--- config.mk ---
export PLATFORM = sky130hd
export DESIGN_NAME = fwd_hazard_scoreboard
export DESIGN_NICKNAME = d
export VERILOG_FILES = /design/src/rtl/fwd_hazard_scoreboard.sv
export SDC_FILE = /design/constraint.sdc
export NUM_CORES = 1
export LEC_CHECK = 0
export BUFFER_PORTS_ARGS = -buffer_cell sky130_fd_sc_hd__buf_4
export CORE_ASPECT_RATIO = 1.5
export CORE_UTILIZATION = 52
export CTS_CLUSTER_DIAMETER = 200
export DETAILED_ROUTE_END_ITERATION = 10
export HOLD_SLACK_MARGIN = 0.03
export PLACE_DENSITY = 0.8
export SYNTH_ARGS = -nofsm -noshare
export SYNTH_HDL_FRONTEND = slang
export SYNTH_SLANG_ARGS = --single-unit
--- constraint.sdc ---
create_clock -name clk -period 3.71 [get_ports clk]
set_input_delay 0.371 -clock clk [delete_from_list [all_inputs] [get_ports clk]]
set_output_delay 0.371 -clock clk [all_outputs]
set_load 0.05 [all_outputs]
--- src/rtl/fwd_hazard_scoreboard.sv ---
// Forwarding select and load-use hazard unit.
// Keeps a shadow pipeline of in-flight register writers for the stages past EX.
// From it, the unit picks a bypass source for every EX operand and requests
// an ID stall when a needed load result is not yet forwardable.
module fwd_hazard_scoreboard #(
    parameter  int NUM_SRC    = 2,
    parameter  int RA_W       = 5,
    parameter  int DEPTH      = 2,
    parameter  int LOAD_READY = 1,
    parameter  int CNT_W      = 32,
    localparam int SEL_W      = $clog2(DEPTH + 1)
) (
    input  logic                      clk,
    input  logic                      rst,
    input  logic                      freeze,
    input  logic                      ex_valid,
    input  logic                      ex_regwrite,
    input  logic                      ex_is_load,
    input  logic [RA_W-1:0]           ex_rd,
    input  logic [NUM_SRC*RA_W-1:0]   ex_rs,
    input  logic                      id_valid,
    input  logic [NUM_SRC*RA_W-1:0]   id_rs,
    input  logic [NUM_SRC-1:0]        id_rs_used,
    output logic [NUM_SRC*SEL_W-1:0]  fwd_sel,
    output logic                      ld_stall,
    output logic [CNT_W-1:0]          stall_cnt
);

    // A load sitting in EX can never be forwarded in time unless it is ready at slot 0 or earlier
    localparam logic EX_LOAD_NOT_READY = (LOAD_READY > 0);

    logic [DEPTH-1:0]           slot_valid;
    logic [DEPTH-1:0]           slot_load;
    logic [DEPTH-1:0][RA_W-1:0] slot_rd;
    logic [NUM_SRC*SEL_W-1:0]   sel_comb;
    logic [NUM_SRC-1:0]         src_hazard;
    logic                       stall_comb;
    logic [CNT_W-1:0]           cnt_q;

    // Shift the EX writer into slot 0 and age the older writers; x0 writes never become valid
    always_ff @(posedge clk or posedge rst) begin
        if (rst) begin
            slot_valid <= '0;
            slot_load  <= '0;
            slot_rd    <= '0;
        end else if (!freeze) begin
            slot_valid[0] <= ex_valid & ex_regwrite & (ex_rd != '0);
            slot_rd[0]    <= ex_rd;
            slot_load[0]  <= ex_is_load;
            for (int i = 1; i < DEPTH; i++) begin
                slot_valid[i] <= slot_valid[i-1];
                slot_rd[i]    <= slot_rd[i-1];
                slot_load[i]  <= slot_load[i-1];
            end
        end
    end

    // Scan oldest to youngest so the youngest matching writer leaves the final select
    always_comb begin
        sel_comb = '0;
        for (int j = 0; j < NUM_SRC; j++) begin
            for (int i = DEPTH - 1; i >= 0; i--) begin
                if (slot_valid[i] && (slot_rd[i] == ex_rs[j*RA_W +: RA_W]) &&
                    (ex_rs[j*RA_W +: RA_W] != '0)) begin
                    sel_comb[j*SEL_W +: SEL_W] = SEL_W'(i + 1);
                end
            end
        end
    end

    // Per source, the youngest writer among EX and the early slots decides whether ID must wait
    always_comb begin
        src_hazard = '0;
        for (int j = 0; j < NUM_SRC; j++) begin
            for (int i = DEPTH - 2; i >= 0; i--) begin
                if (slot_valid[i] && (slot_rd[i] == id_rs[j*RA_W +: RA_W])) begin
                    src_hazard[j] = slot_load[i] && ((i + 1) < LOAD_READY);
                end
            end
            if (ex_valid && ex_regwrite && (ex_rd == id_rs[j*RA_W +: RA_W])) begin
                src_hazard[j] = ex_is_load && EX_LOAD_NOT_READY;
            end
            if (!id_valid || !id_rs_used[j] || (id_rs[j*RA_W +: RA_W] == '0)) begin
                src_hazard[j] = 1'b0;
            end
        end
        stall_comb = |src_hazard;
    end

    // Count cycles that actually stalled the pipe, sticking at all-ones
    always_ff @(posedge clk or posedge rst) begin
        if (rst) begin
            cnt_q <= '0;
        end else if (!freeze && stall_comb && (cnt_q != {CNT_W{1'b1}})) begin
            cnt_q <= cnt_q + CNT_W'(1);
        end
    end

    assign fwd_sel   = rst ? '0 : sel_comb;
    assign ld_stall  = rst ? 1'b0 : stall_comb;
    assign stall_cnt = cnt_q;

endmodule

Word-level counts from Yosys, hierarchy flattened
Cells that the tools add are included.
{"block": "word_totals", "ff_bits": 44, "latch_bits": 0, "ramBits": 0, "romBits": 0, "inputBits": 34, "out_inout_bits": 37, "word_cells": 51, "n_memories": 0}
{"block": "op_classes", "add_sub_neg": 1, "mul": 0, "n_div": 0, "order_cmp": 0, "eq_ne": 7, "shifts": 0, "muxes": 10, "bitwise_logic": 2, "reduce_logical": 27}
{"operator": "adder 32 x 1 -> 32 bit, second input constant", "count": 1}
{"operator": "!= test 32 bit, second input constant", "count": 1}
{"operator": "equality test 5 bit", "count": 6}
{"operator": "nonzero test 5 bit", "count": 3}
{"operator": "logical AND 1 bit", "count": 13}
{"operator": "zero test 5 bit", "count": 2}
{"operator": "two-way mux 2 bit", "count": 4}
{"operator": "two-way mux 1 bit", "count": 5}
{"operator": "zero test 1 bit", "count": 4}
{"operator": "logical OR 1 bit", "count": 4}
{"operator": "two-way mux 4 bit", "count": 1}
{"operator": "bitwise AND 1 bit", "count": 2}
{"operator": "OR reduction 2 bit", "count": 1}

Longest topological paths before layout
{"block": "logic_depth", "word_depth": 7, "depth_mapped": 9, "mapped_depth_nobuf": 7}

Least setup slack after synthesis
Ideal clock, no wire load.
{"block": "synth_timing", "kind": "input -> output", "startpoint": "input port ex_rs[1]", "endpoint": "output port fwd_sel[1]", "arrival_ns": 2.608, "required_time_ns": 3.339, "path_slack_ns": 0.731, "stages": 4, "n_path_buf": 0, "cell_sequence": "or4_1 -> nor2_1 -> nor4_1 -> nor4_1"}
{"block": "synth_via", "elab_chain_len": 6, "word_cells_on_any_way": 10, "classes_between": "2 x eq/ne; 3 x mux; 5 x reduce/logical"}
{"element": "start, declared", "line_no": "20", "rtl": "input logic [NUM_SRC*RA_W-1:0] ex_rs,"}
{"element": "equality test 5 bit", "line_no": "63", "rtl": "if (slot_valid[i] && (slot_rd[i] == ex_rs[j*RA_W +: RA_W]) &&"}
{"element": "logical AND 1 bit (2 in series)", "line_no": "63"}
{"element": "two-way mux 2 bit", "line_no": "63"}
{"element": "two-way mux 2 bit *", "line_no": "63"}
{"element": "two-way mux 4 bit *", "line_no": "99", "rtl": "assign fwd_sel = rst ? '0 : sel_comb;"}
{"element": "end, declared", "line_no": "24", "rtl": "output logic [NUM_SRC*SEL_W-1:0] fwd_sel,"}
Mark *: on every way between the ends. The rest lies on a longest branch, timed or not.

Worst setup path after layout
{"block": "layout_timing", "startpoint": "register cnt_q[0], in the netlist stall_cnt[0]", "endpoint": "register cnt_q[29], in the netlist stall_cnt[29]"}
{"block": "layout_via", "elab_chain_len": 2, "word_cells_on_any_way": 3, "classes_between": "1 x add/sub; 1 x eq/ne; 1 x reduce/logical"}
{"element": "start, declared", "line_no": "38", "rtl": "logic [CNT_W-1:0] cnt_q;"}
{"element": "start signal, assigned", "line_no": "95", "rtl": "cnt_q <= cnt_q + CNT_W'(1);"}
{"element": "parallel branches: the longest is 2 deep, another holds adder 32 x 1 -> 32 bit"}
Several ways; the timed one is not identified.
A chain may end at the register's enable or synchronous reset.

==> results.json <==
{
  "slowest_delay_ns": 0.68,
  "pwr-share-clk_pct": 37.4,
  "worst-setup-path-type": "flop to flop",
  "dr.pass1.iters": 4,
  "cts_buffers": 5,
  "yosysSeqAreaShare_pct": 42.70,
  "dp.cells": 391,
  "synth-edff-count": 0,
  "fp.dieW_um": 59.50,
  "drtIter0Drc": 102,
  "cts_buffer_depth": 2,
  "start_kind": "flop",
  "grt_max_degree": 45,
  "die_area_mm2": 0.005251,
  "synth_top_family_by_area": "simple AND/OR/NAND/NOR gates",
  "rsz0062_at_grt": "false",
  "drc": 0,
  "max_freq_mhz": 362.7,
  "dp_hpwl_mm": 4.500,
  "grt_pass1_wl_mm": 9.763,
  "swShare_pct": 23.99,
  "fin_util_pct": 68.57,
  "skew_ns": 0.005489,
  "p_comb_share_pct": 12.9,
  "status": "completed",
  "hold_viol": 0,
  "clock-sinks": 44,
  "p_int_mw": 0.7877,
  "cp_slowest_cell": "or4_1",
  "ant_nets": 0,
  "min_period_ns": 2.757,
  "vdd_drop_max_mv": 0.2955,
  "cpLargestDelayFamily": "simple AND/OR/NAND/NOR gates",
  "synth_cell_types": 35,
  "start_util_pct": 53.62,
  "path_clk_slew_ns": 0.09,
  "p_total_mw": 1.036,
  "synth-compound-area-share_pct": 1.844,
  "ys_async_sr_fraction_pct": 100.0,
  "clk_latency_ns": 0.30,
  "vias": 2215,
  "row_count": 31,
  "cts_resized": 0,
  "globalplace.congestion": 0.9111,
  "grt-ovfl-total": 0,
  "synthSimpleGateAreaFrac_pct": 29.55,
  "p_switching_mw": 0.2486,
  "setup_tns_ns": 0,
  "synth_xor_area_share_pct": 19.36,
  "slew_viol_final": 0,
  "yosysWarnings": 0,
  "syn_avg_cell_area_um2": 9.995,
  "synth_mux_area_share_pct": 4.803,
  "synth_area_mm2": 0.002579,
  "cts_tree": "yes",
  "endpoint_kind": "flop",
  "drive_gt1_share_pct": 29.43,
  "cts.htree.levels": 2,
  "holdBufCountCts": 0,
  "finalWirelength_mm": 6.023,
  "seq_power_share_pct": 49.7,
  "path_buf_inv": 0,
  "worstHoldPathType": "primary input to asynchronous set/reset pin",
  "relSlewSlack_pct": 30.61,
  "diodes": 0,
  "path_cells": "ha_1 -> and4_1 -> and2_1 -> nand4_1 -> o211ai_2 -> or4_1 -> xnor2_1",
  "grt.total_usage_pct": 24.83,
  "grt_pass1_vias": 2156,
  "core_area_mm2": 0.004810,
  "final_cells": 399,
  "required_ns": 3.89,
  "die_h_um": 88.25,
  "post_cts_buffers": 0,
  "hold_ws_ns": 0.2432,
  "port_buffers": 70,
  "ys_ff_latch": 44,
  "cts-root-buf": "clkbuf_8",
  "synth_ff_type": "dfrtp_1",
  "antenna_found_initial": 0,
  "synth_fp_nets": 293,
  "min_period_over_period_pct": 74.32,
  "cap_viol_max_count": 0,
  "vias_per_cell": 5.551,
  "setup_viol": 0,
  "num_io_pins": 71,
  "p_leak_nw": 1.607,
  "path_max_fanout": 25,
  "finalNetCount": 367,
  "synth-adder-area-share_pct": 0.4852,
  "arrival_ns": 2.94,
  "synthCells": 258,
  "tightest_slew_ns": 1.038,
  "area_delta_synth_final_pct": 27.90,
  "routedWlPerCell_um": 15.10,
  "power_density_mw_per_mm2": 314.2
}
==> state kept, by name, summed over array words and instances, names as in the netlist <==
register / count
slot_rd: 10
slot_valid: 2
stall_cnt: 32
==> power groups by stage <==
stage / sequential [mW] / combinational, mW / clock [mW]
final: 0.515 / 0.133 / 0.387
after global routing: 0.520 / 0.146 / 0.412
after CTS: 0.516 / 0.135 / 0.393
after detailed placement: 0.525 / 0.134 / 0
after global placement: 0.525 / 0.130 / 0
after floorplan: 0.524 / 0.0769 / 0
==> per-layer routing <==
layer / vias to the layer above / global-route usage, % / share of wire (%)
li1: 1065 / - / -
met3: 14 / 4.240 / 5.2
met4: 0 / 10.57 / 2.5
met1: 1067 / 29.41 / 41
met5: - / 0 / 0
met2: 69 / 43.72 / 52
==> placed cells by master, fill, tap and decap left out, drive strengths merged, types with 12 or more instances in the layout <==
cell | Yosys | routed
nand2 | 26 | 26
nand3 | 17 | 17
nor2 | 19 | 19
dfrtp | 44 | 44
buf | 2 | 71
xnor2 | 26 | 26
nor3 | 12 | 12
xor2 | 31 | 31
nand4 | 16 | 16
nor4 | 14 | 14
==> per-stage QoR <==
stage	area (um2)	setup WS (ns)
after floorplan	2579	0.7311
final	3298	0.9527
after global placement	3177	1.085
after CTS	3298	0.9287
after global routing	3298	0.7505
after detailed placement	3177	0.9735
==> kinds of logic after synthesis <==
logic type	Yosys count
XOR/XNOR	57
multiplexers	11
flip-flops	44
buffers and inverters	8
AND/OR/NAND/NOR	131
AO/OA/AOI/OAI	6
adder cells (fa/ha/maj)	1
==> final timing paths <==
kind	start	end	slack [ns]	depth (start not counted)
setup / recovery	stall_cnt[0]	stall_cnt[29]	0.95	7
hold / removal	rst	slot_rd[6]	0.24	3
setup reg to reg	stall_cnt[0]	stall_cnt[29]	0.95	7
hold reg to reg	stall_cnt[16]	stall_cnt[16]	0.51	1
max in group asynchronous	rst	stall_cnt[28]	3.09	3
min in group clk	ex_rd[0]	slot_rd[0]	0.35	2
==> synth_stat cells (2+ instances only) <==
master / count / area share (%)
nand2b_1: 6 / 1.5
nor4_1: 13 / 3.2
nor3_1: 12 / 2.3
clkbuf_1: 2 / 0.29
dfrtp_1: 44 / 43
and3_1: 3 / 0.73
or4_1: 8 / 2.3
and4_1: 3 / 1.0
nand2_1: 25 / 3.6
nand3_1: 16 / 3.1
nor2_1: 17 / 2.5
inv_1: 4 / 0.58
xnor2_1: 26 / 8.8
buf_2: 2 / 0.39
xor2_1: 31 / 11
nand4_1: 15 / 3.6
and2_1: 4 / 0.97
mux2_2: 10 / 4.4
==> cell type report <==
type,instances,area (um2)
Tap cell,66,82.58
Multi-Input combinational cell,206,1445
Clock buffer,6,82.58
Clock inverter,2,38.79
Fill cell,422,1511
Timing Repair Buffer,71,533.0
Sequential cell,44,1101
Inverter,4,15.01
==> tightest hold or removal path: stages <==
cell	delay, ns
buf_4	0.12
clkinv_1	0.06
buf_4	0.46
Power figures use the tool's default switching activity.
